[src/rtl/keypad_entry.sv]
// Debounced keypad entry: accepts key presses, collects four BCD digits, commits on '#'.
// Optional input synchronizer enabled by defining KEYPAD_ENTRY_SYNC_EN.
module keypad_entry #(
    parameter int unsigned DEBOUNCE_CYCLES = 16
) (
    input  logic        clk,
    input  logic        rst_n,
    input  logic        key_valid,
    input  logic [3:0]  key_value,
    output logic        key_press,
    output logic [3:0]  key_code,
    output logic [15:0] digits,
    output logic [2:0]  digit_count,
    output logic        code_valid,
    output logic [15:0] code_out,
    output logic        entry_err
);

    localparam int unsigned CW = $clog2(DEBOUNCE_CYCLES);
    localparam logic [CW-1:0] CntMax  = CW'(DEBOUNCE_CYCLES - 1);
    localparam logic [CW-1:0] CntLast = CW'(DEBOUNCE_CYCLES - 2);

    localparam logic [1:0] StIdle    = 2'd0;
    localparam logic [1:0] StPressDb = 2'd1;
    localparam logic [1:0] StPressed = 2'd2;
    localparam logic [1:0] StRelDb   = 2'd3;

    logic       s_valid;
    logic [3:0] s_value;

`ifdef KEYPAD_ENTRY_SYNC_EN
    logic [4:0] sync1_q, sync2_q;

    always_ff @(posedge clk or negedge rst_n) begin
        if (!rst_n) begin
            sync1_q <= '0;
            sync2_q <= '0;
        end else begin
            sync1_q <= {key_valid, key_value};
            sync2_q <= sync1_q;
        end
    end

    assign s_valid = sync2_q[4];
    assign s_value = sync2_q[3:0];
`else
    assign s_valid = key_valid;
    assign s_value = key_value;
`endif

    logic [1:0]    state_q, state_d;
    logic [CW-1:0] cnt_q, cnt_d, cnt_inc;
    logic [3:0]    cand_q, cand_d;
    logic          key_press_q, key_press_d;
    logic [3:0]    key_code_q, key_code_d;
    logic [15:0]   digits_q, digits_d;
    logic [2:0]    digit_count_q, digit_count_d;
    logic          code_valid_q, code_valid_d;
    logic [15:0]   code_out_q, code_out_d;
    logic          entry_err_q, entry_err_d;
    logic          active;
    logic          accept;

    // Codes 11-14 are the decoder's "no key" encodings.
    assign active  = s_valid && ((s_value <= 4'd10) || (s_value == 4'd15));
    assign cnt_inc = (cnt_q == CntMax) ? cnt_q : cnt_q + 1'b1;

    always_comb begin
        state_d = state_q;
        cnt_d   = cnt_q;
        cand_d  = cand_q;
        accept  = 1'b0;
        unique case (state_q)
            StIdle: begin
                if (active) begin
                    cand_d  = s_value;
                    cnt_d   = '0;
                    state_d = StPressDb;
                end
            end
            StPressDb: begin
                if (!active || (s_value != cand_q)) begin
                    state_d = StIdle;
                end else begin
                    cnt_d = cnt_inc;
                    if (cnt_q == CntLast) begin
                        state_d = StPressed;
                        accept  = 1'b1;
                    end
                end
            end
            StPressed: begin
                if (!active) begin
                    cnt_d   = '0;
                    state_d = StRelDb;
                end
            end
            StRelDb: begin
                if (active) begin
                    state_d = StPressed;
                end else begin
                    cnt_d = cnt_inc;
                    if (cnt_q == CntLast) state_d = StIdle;
                end
            end
            default: state_d = StIdle;
        endcase
    end

    always_comb begin
        key_press_d   = accept;
        key_code_d    = key_code_q;
        digits_d      = digits_q;
        digit_count_d = digit_count_q;
        code_valid_d  = 1'b0;
        code_out_d    = code_out_q;
        entry_err_d   = 1'b0;
        if (accept) begin
            key_code_d = cand_q;
            if (cand_q <= 4'd9) begin
                if (digit_count_q < 3'd4) begin
                    digits_d      = {digits_q[11:0], cand_q};
                    digit_count_d = digit_count_q + 3'd1;
                end else begin
                    entry_err_d = 1'b1;
                end
            end else if (cand_q == 4'd10) begin
                digits_d      = '0;
                digit_count_d = '0;
            end else if (digit_count_q == 3'd4) begin
                code_out_d    = digits_q;
                code_valid_d  = 1'b1;
                digits_d      = '0;
                digit_count_d = '0;
            end else begin
                entry_err_d = 1'b1;
            end
        end
    end

    always_ff @(posedge clk or negedge rst_n) begin
        if (!rst_n) begin
            state_q       <= StIdle;
            cnt_q         <= '0;
            cand_q        <= '0;
            key_press_q   <= 1'b0;
            key_code_q    <= '0;
            digits_q      <= '0;
            digit_count_q <= '0;
            code_valid_q  <= 1'b0;
            code_out_q    <= '0;
            entry_err_q   <= 1'b0;
        end else begin
            state_q       <= state_d;
            cnt_q         <= cnt_d;
            cand_q        <= cand_d;
            key_press_q   <= key_press_d;
            key_code_q    <= key_code_d;
            digits_q      <= digits_d;
            digit_count_q <= digit_count_d;
            code_valid_q  <= code_valid_d;
            code_out_q    <= code_out_d;
            entry_err_q   <= entry_err_d;
        end
    end

    assign key_press   = key_press_q;
    assign key_code    = key_code_q;
    assign digits      = digits_q;
    assign digit_count = digit_count_q;
    assign code_valid  = code_valid_q;
    assign code_out    = code_out_q;
    assign entry_err   = entry_err_q;

endmodule

[config.mk]
export PLATFORM = sky130hd
export DESIGN_NAME = keypad_entry
export DESIGN_NICKNAME = d
export VERILOG_FILES = /design/src/rtl/keypad_entry.sv
export SDC_FILE = /design/constraint.sdc
export NUM_CORES = 1
export LEC_CHECK = 0
export CORE_MARGIN = 2
export CORE_UTILIZATION = 45
export DETAILED_ROUTE_END_ITERATION = 6
export PLACE_DENSITY = 0.7
export SETUP_SLACK_MARGIN = 0.3
export SYNTH_ARGS = -nofsm -noshare
export SYNTH_HDL_FRONTEND = slang
export SYNTH_SLANG_ARGS = --single-unit
[constraint.sdc]
create_clock -name clk -period 4.65 [get_ports clk]
set_input_delay 0.93 -clock clk [delete_from_list [all_inputs] [get_ports clk]]
set_output_delay 0.93 -clock clk [all_outputs]
set_load 0.01 [all_outputs]
Word-level counts from Yosys, hierarchy flattened
Cells that the tools add are included.
{ "classes": {"mul": 0, "n_lt_le_gt_ge": 3, "n_reduce_logical": 11, "n_eq_ne": 16, "shifts": 0, "n_div": 0, "bitwise": 2, "mux": 33, "n_addsub": 2} }
{ "op_table": {"columns": ["op", "count"], "rows": [
  ["2-to-1 mux 16 bit", 4],
  ["2-to-1 mux 4 bit", 5],
  ["== test 4 bit (second input constant)", 4],
  ["case mux 4 bit (4 select lines)", 1],
  ["2-to-1 mux 1 bit", 12],
  ["2-to-1 mux 2 bit", 6],
  ["2-to-1 mux 3 bit", 4],
  ["AND reduction 4 bit", 3],
  ["<= comparator 4 bit (second input constant)", 2],
  ["!= test 2 bit (second input constant)", 4],
  ["case mux 2 bit (4 select lines)", 1],
  ["!= test 3 bit (second input constant)", 2],
  ["adder 4 x 1 -> 4 bit (second input constant)", 1],
  ["== test 2 bit (second input constant)", 2],
  ["!= test 4 bit", 1],
  ["adder 3 x 1 -> 3 bit (second input constant)", 1],
  ["== test 3 bit (second input constant)", 1],
  ["< comparator 3 bit (second input constant)", 1],
  ["AND reduction 3 bit", 1],
  ["nonzero test 3 bit", 1],
  ["== test 2 x 1 -> 1 bit (second input constant)", 1],
  ["zero test 2 bit", 1],
  ["logical OR 1 bit", 2],
  ["!= test 2 x 1 -> 1 bit (second input constant)", 1],
  ["4 further kinds", 5]
]} }
{ "totals": {"wordCells": 77, "n_memories": 0, "register_bits": 52, "latch_bits": 0, "inputBits": 7, "rom_bits": 0, "mem_bits_rw": 0, "output_inout_bits": 42} }

Depth between registers and ports, before layout
{ "depth": {"word_depth": 8, "depth_mapped": 10, "mapped_depth_nobuf": 7} }

Worst setup path after synthesis
OpenSTA, ideal clock, no wires.
{ "synth_timing": {"path_type": "input -> register", "startpoint": "in key_value[1]", "endpoint": "reg code_out_q[10], in the netlist code_out[10]", "arrival_ps": 2737, "path_buffers": 3, "t_required_ps": 4525, "setup_time_ps": 125, "cell_stages": 8, "slack_ps": 1788, "path_cell_list": "and2_1 -> o2111ai_2 -> or3_1 -> buf_2 -> or3_1 -> buf_6 -> buf_8 -> mux2_4"} }
{ "synth_via": {"elab_chain_cells": 8, "word_cells_on_any_way": 10, "cone_classes": "order compare: 1; eq/ne: 2; mux: 2; reduce/logical: 5"} }
{ "synth_rtl": {"columns": ["item", "line_no", "text"], "rows": [
  ["start: declaration", "9", "input logic [3:0] key_value,"],
  ["<= comparator 4 bit or == test 4 bit (tied branches)", "65", "assign active = s_valid && ((s_value <= 4'd10) || (s_value == 4'd15));"],
  ["logical OR 1 bit", "65", null],
  ["logical AND 1 bit", "65", null],
  ["zero test 1 bit", null, null],
  ["logical OR 1 bit *", "82", "if (!active || (s_value != cand_q)) begin"],
  ["2-to-1 mux 1 bit *", "82", null],
  ["2-to-1 mux 1 bit *", "73", "unique case (state_q)"],
  ["AND reduction 4 bit (no source line) *", null, null],
  ["end signal: assignment", "162", "code_out_q <= code_out_d;"],
  ["end: declaration", "59", "logic [15:0] code_out_q, code_out_d;"]
]} }
Every way passes the cells marked *; elsewhere a longest branch is shown, timed or not.
A chain may end at the register's enable or synchronous reset.

Worst setup path in the final report
{ "layout_timing": {"startpoint": "in key_value[1]", "endpoint": "reg code_out_q[4], in the netlist code_out[4]"} }
The elaborated chain is that of the path after synthesis.

==> flow_metrics.env <==
export IMPL_run_status="complete, no violations"
export IMPL_clock_path_buffers=2
export IMPL_cellLeakagePower_nw=1.46
export IMPL_seq_power_share_pct=58.8
export IMPL_synth_edff_count=0
export IMPL_fin_crit_sh_pct=74.4
export IMPL_setup_worst_path_start_class="input port"
export IMPL_clock_fmax_ghz=0.289
export IMPL_post_drt_wl_per_cell_um=13.6
export IMPL_hold_violations=0
export IMPL_placed_area_mm2=0.00299
export IMPL_grt_pass1_wl_mm=7.73
export IMPL_synthesis_area_per_instance_um2=11.9
export IMPL_setup_repair_after_global_routing_missed_its_margin="false"
export IMPL_post_synth_instance_area_mm2=0.00248
export IMPL_layout_cells_most_common="dfrtp_1"
export IMPL_combinationalPowerShare_pct=11.9
export IMPL_post_route_min_period_ns=3.46
export IMPL_floorplan_initialDensity_pct=45.9
export IMPL_die_h_um=78.2
export IMPL_post_cts_resized=0
export IMPL_end_kind="register"
export IMPL_synth_sequential_area_ratio_pct=52.5
export IMPL_area_growth_synth_to_final_pct=23.8
export IMPL_worstSkewPairLatency_ns=0.30
export IMPL_crit_family="simple AND/OR/NAND/NOR gates"
export IMPL_detailroute_via_count=1702
export IMPL_numPortBuffers=48
export IMPL_final_setup_skew_ns=0.00291
export IMPL_std_cell_rows=27
export IMPL_n_antenna_cell=0
export IMPL_met2_wirelength_mm=2.16
export IMPL_max_vdd_ir_drop_uv=147
export IMPL_route_detailed_vias_per_inst=5.16
export IMPL_core_area_mm2=0.00541
export IMPL_antenna_violating_nets_post_route=0
export IMPL_internal_power_mw=0.611
export IMPL_synth_async_sr_flop_share_pct=100
export IMPL_total_global_route_track_usage_pct=15.9
export IMPL_setup_violations_final=0
export IMPL_die_x_um=78.2
export IMPL_power_switching_mw=0.226
export IMPL_highest_layer="met4"
export IMPL_worst_path_max_delay_cell="or3_1"
export IMPL_initial_antenna_violation_count=0
export IMPL_postSynthNetCount=220
export IMPL_worst_slew_pin_slew_ns=0.883
export IMPL_multi_input_comb_area_mm2=0.00102
export IMPL_globalplace_congestion=0.843
export IMPL_cts_tree="built"
export IMPL_slew_headroom_pct=41.1
export IMPL_post_route_cells_drive_above_1_share_pct=13.2
export IMPL_final_cell_area_mm2=0.00307
export IMPL_dr_first_iter_drc_count=76
export IMPL_critPathMaxFanout=17
export IMPL_clock_power_share_pct=29.2
export IMPL_synth_warnings=0
export IMPL_num_io_pins=49
export IMPL_numClockSinks=52
export IMPL_ctsHoldBuffers=0
export IMPL_clock_tree_root_cell="clkbuf_8"
export IMPL_vias_in_the_first_global_route=1612
export IMPL_crit_top_cell="or3_1"
export IMPL_worst_setup_hold_path_clk_slew_ns=0.09
export IMPL_final_nets=269
export IMPL_seq_area_mm2=0.00130
export IMPL_synth_seq_cells=52
export IMPL_nFillCells=478
export IMPL_route_met3_wl_um=203
export IMPL_placement_setup_worst_slack_ns=0.857
export IMPL_dominantRegCellSynth="dfrtp_1"
export IMPL_power_density_mw_per_mm2=272
export IMPL_floorplan_die_area_mm2=0.00612
export IMPL_globalRouteOverflowTotal=0
export IMPL_worst_slack_ns=1.19
export IMPL_netlist_cell_type_count=40
export IMPL_worstPathRequired_ns=4.84
export IMPL_timing_final_max_slew_violations=0
export IMPL_critical_path_cell_chain="clkdlybuf4s50_1 > and2_1 > o2111ai_2 > or3_1 > or3_1 > mux2_1"
export IMPL_first_pass_iters=4
export IMPL_power_switching_share_pct=27.0
export IMPL_final_cell_count_no_fill=330
export IMPL_cts_htree_levels=2
export IMPL_mostFrequentLayoutCells="52 x dfrtp_1, 47 x clkdlybuf4s50_1, 20 x nand2_1"
export IMPL_timing_setup_tns_ns=0
export IMPL_cp_num_buf_inv=1
export IMPL_data_arrival_time_at_the_worst_slack_endpoint_ns=3.65
export IMPL_wl_met1_mm=2.07
export IMPL_post_dp_hpwl_mm=3.23
export IMPL_total_cts_buffers=5
export IMPL_maxCapViolations=0
export IMPL_critPathKind="input port to register"
export IMPL_cts_setup_buffers=0
export IMPL_final_util_pct=56.8
export IMPL_dp_cells=323
export IMPL_remaining_drc_errors=0
export IMPL_synthCells=209
export IMPL_worst_hold_path_type="register to register"
export IMPL_grt_max_degree=53
export IMPL_route_final_wire_length_mm=4.48
export IMPL_critPathMaxStageDelay_ns=0.78
-- worst reg2reg max path: stages (launching register included) --
cell,delay (ns)
dfrtp_1,0.50
xnor2_1,0.23
nand4_2,0.19
or3_1,0.52
or3_1,0.78
mux2_1,0.47
-- layer usage --
metal  up-vias  GRT usage (%)
met3         5           3.33
li1        816              -
met4         0           4.21
met5         -              0
met2        41           25.9
met1       840           21.7
-- cell usage after synthesis, types with 3 or more instances --
| library cell | n | area share, % |
|---|---|---|
| a21oi_1 | 7 | 1.4 |
| nor2_1 | 10 | 1.5 |
| dfrtp_1 | 52 | 52 |
| mux2_1 | 6 | 2.7 |
| nand3_1 | 4 | 0.81 |
| o21ai_0 | 4 | 0.81 |
| nand2_1 | 20 | 3.0 |
| and2_1 | 4 | 1.0 |
| inv_1 | 18 | 2.7 |
| ha_1 | 4 | 2.0 |
| mux2_2 | 11 | 5.0 |
| buf_2 | 3 | 0.61 |
| mux2_4 | 9 | 5.4 |
| a32o_1 | 3 | 1.2 |
| mux2i_1 | 15 | 6.1 |
| xnor2_1 | 4 | 1.4 |
| buf_6 | 4 | 1.8 |
-- power by group through the flow --
| stage | clock, mW | combinational (mW) | sequential, mW |
|---|---|---|---|
| after CTS | 0.251 | 0.102 | 0.492 |
| after floorplan | 0 | 0.0966 | 0.481 |
| after detailed placement | 0 | 0.102 | 0.501 |
| after global routing | 0.274 | 0.115 | 0.496 |
| after global placement | 0 | 0.101 | 0.501 |
| final | 0.245 | 0.0999 | 0.492 |
-- flip-flops by register name (all words and copies together) (netlist names) --
register	count
cand_q	4
entry_err	1
state_q	2
cnt_q	4
code_valid	1
code_out	16
key_press	1
digit_count	3
key_code	4
digits	16
-- worst paths after layout --
kind / start / depth (start not counted) / slack (ns) / end
setup reg to reg: cand_q[2]$_DFFE_PN0P_ / 5 / 1.86 / code_out[4]$_DFFE_PN0P_
hold reg to reg: code_out[15]$_DFFE_PN0P_ / 1 / 0.50 / code_out[15]$_DFFE_PN0P_
max in group asynchronous: rst_n / 2 / 3.49 / digit_count[2]$_DFFE_PN0P_
hold / removal: code_out[15]$_DFFE_PN0P_ / 1 / 0.50 / code_out[15]$_DFFE_PN0P_
min in group asynchronous: rst_n / 2 / 0.73 / code_valid$_DFF_PN0_
setup / recovery: key_value[1] / 6 / 1.19 / code_out[4]$_DFFE_PN0P_
-- metrics by stage --
step	hold slack (ns)	total power, mW
3_5_place_dp	0.484	0.603
5_1_grt	0.520	0.885
6_report	0.502	0.837
2_1_floorplan	0.533	0.577
3_3_place_gp	0.476	0.601
4_1_cts	0.506	0.846
-- cell families (layout without fill, tap and decap cells) --
logic type | count (synthesis) | in the layout | synth area share (%)
AO/OA/AOI/OAI | 25 | 25 | 7.42
XOR/XNOR | 4 | 4 | 1.41
adder cells (fa/ha/maj) | 4 | 4 | 2.02
buffers and inverters | 29 | 78 | 6.36
flip-flops | 52 | 52 | 52.5
multiplexers | 41 | 41 | 19.2
AND/OR/NAND/NOR | 54 | 54 | 11.1
-- layout make-up --
class	count	share of cell area, %
clock buffers	5	2.24
clock inverters	2	0.407
inverters	19	2.32
multi-input cells	128	33.3
flip-flops and latches	52	42.4
well taps	72	2.93
repair buffers	52	16.5
No activity file was read; power rests on OpenSTA's default activity.
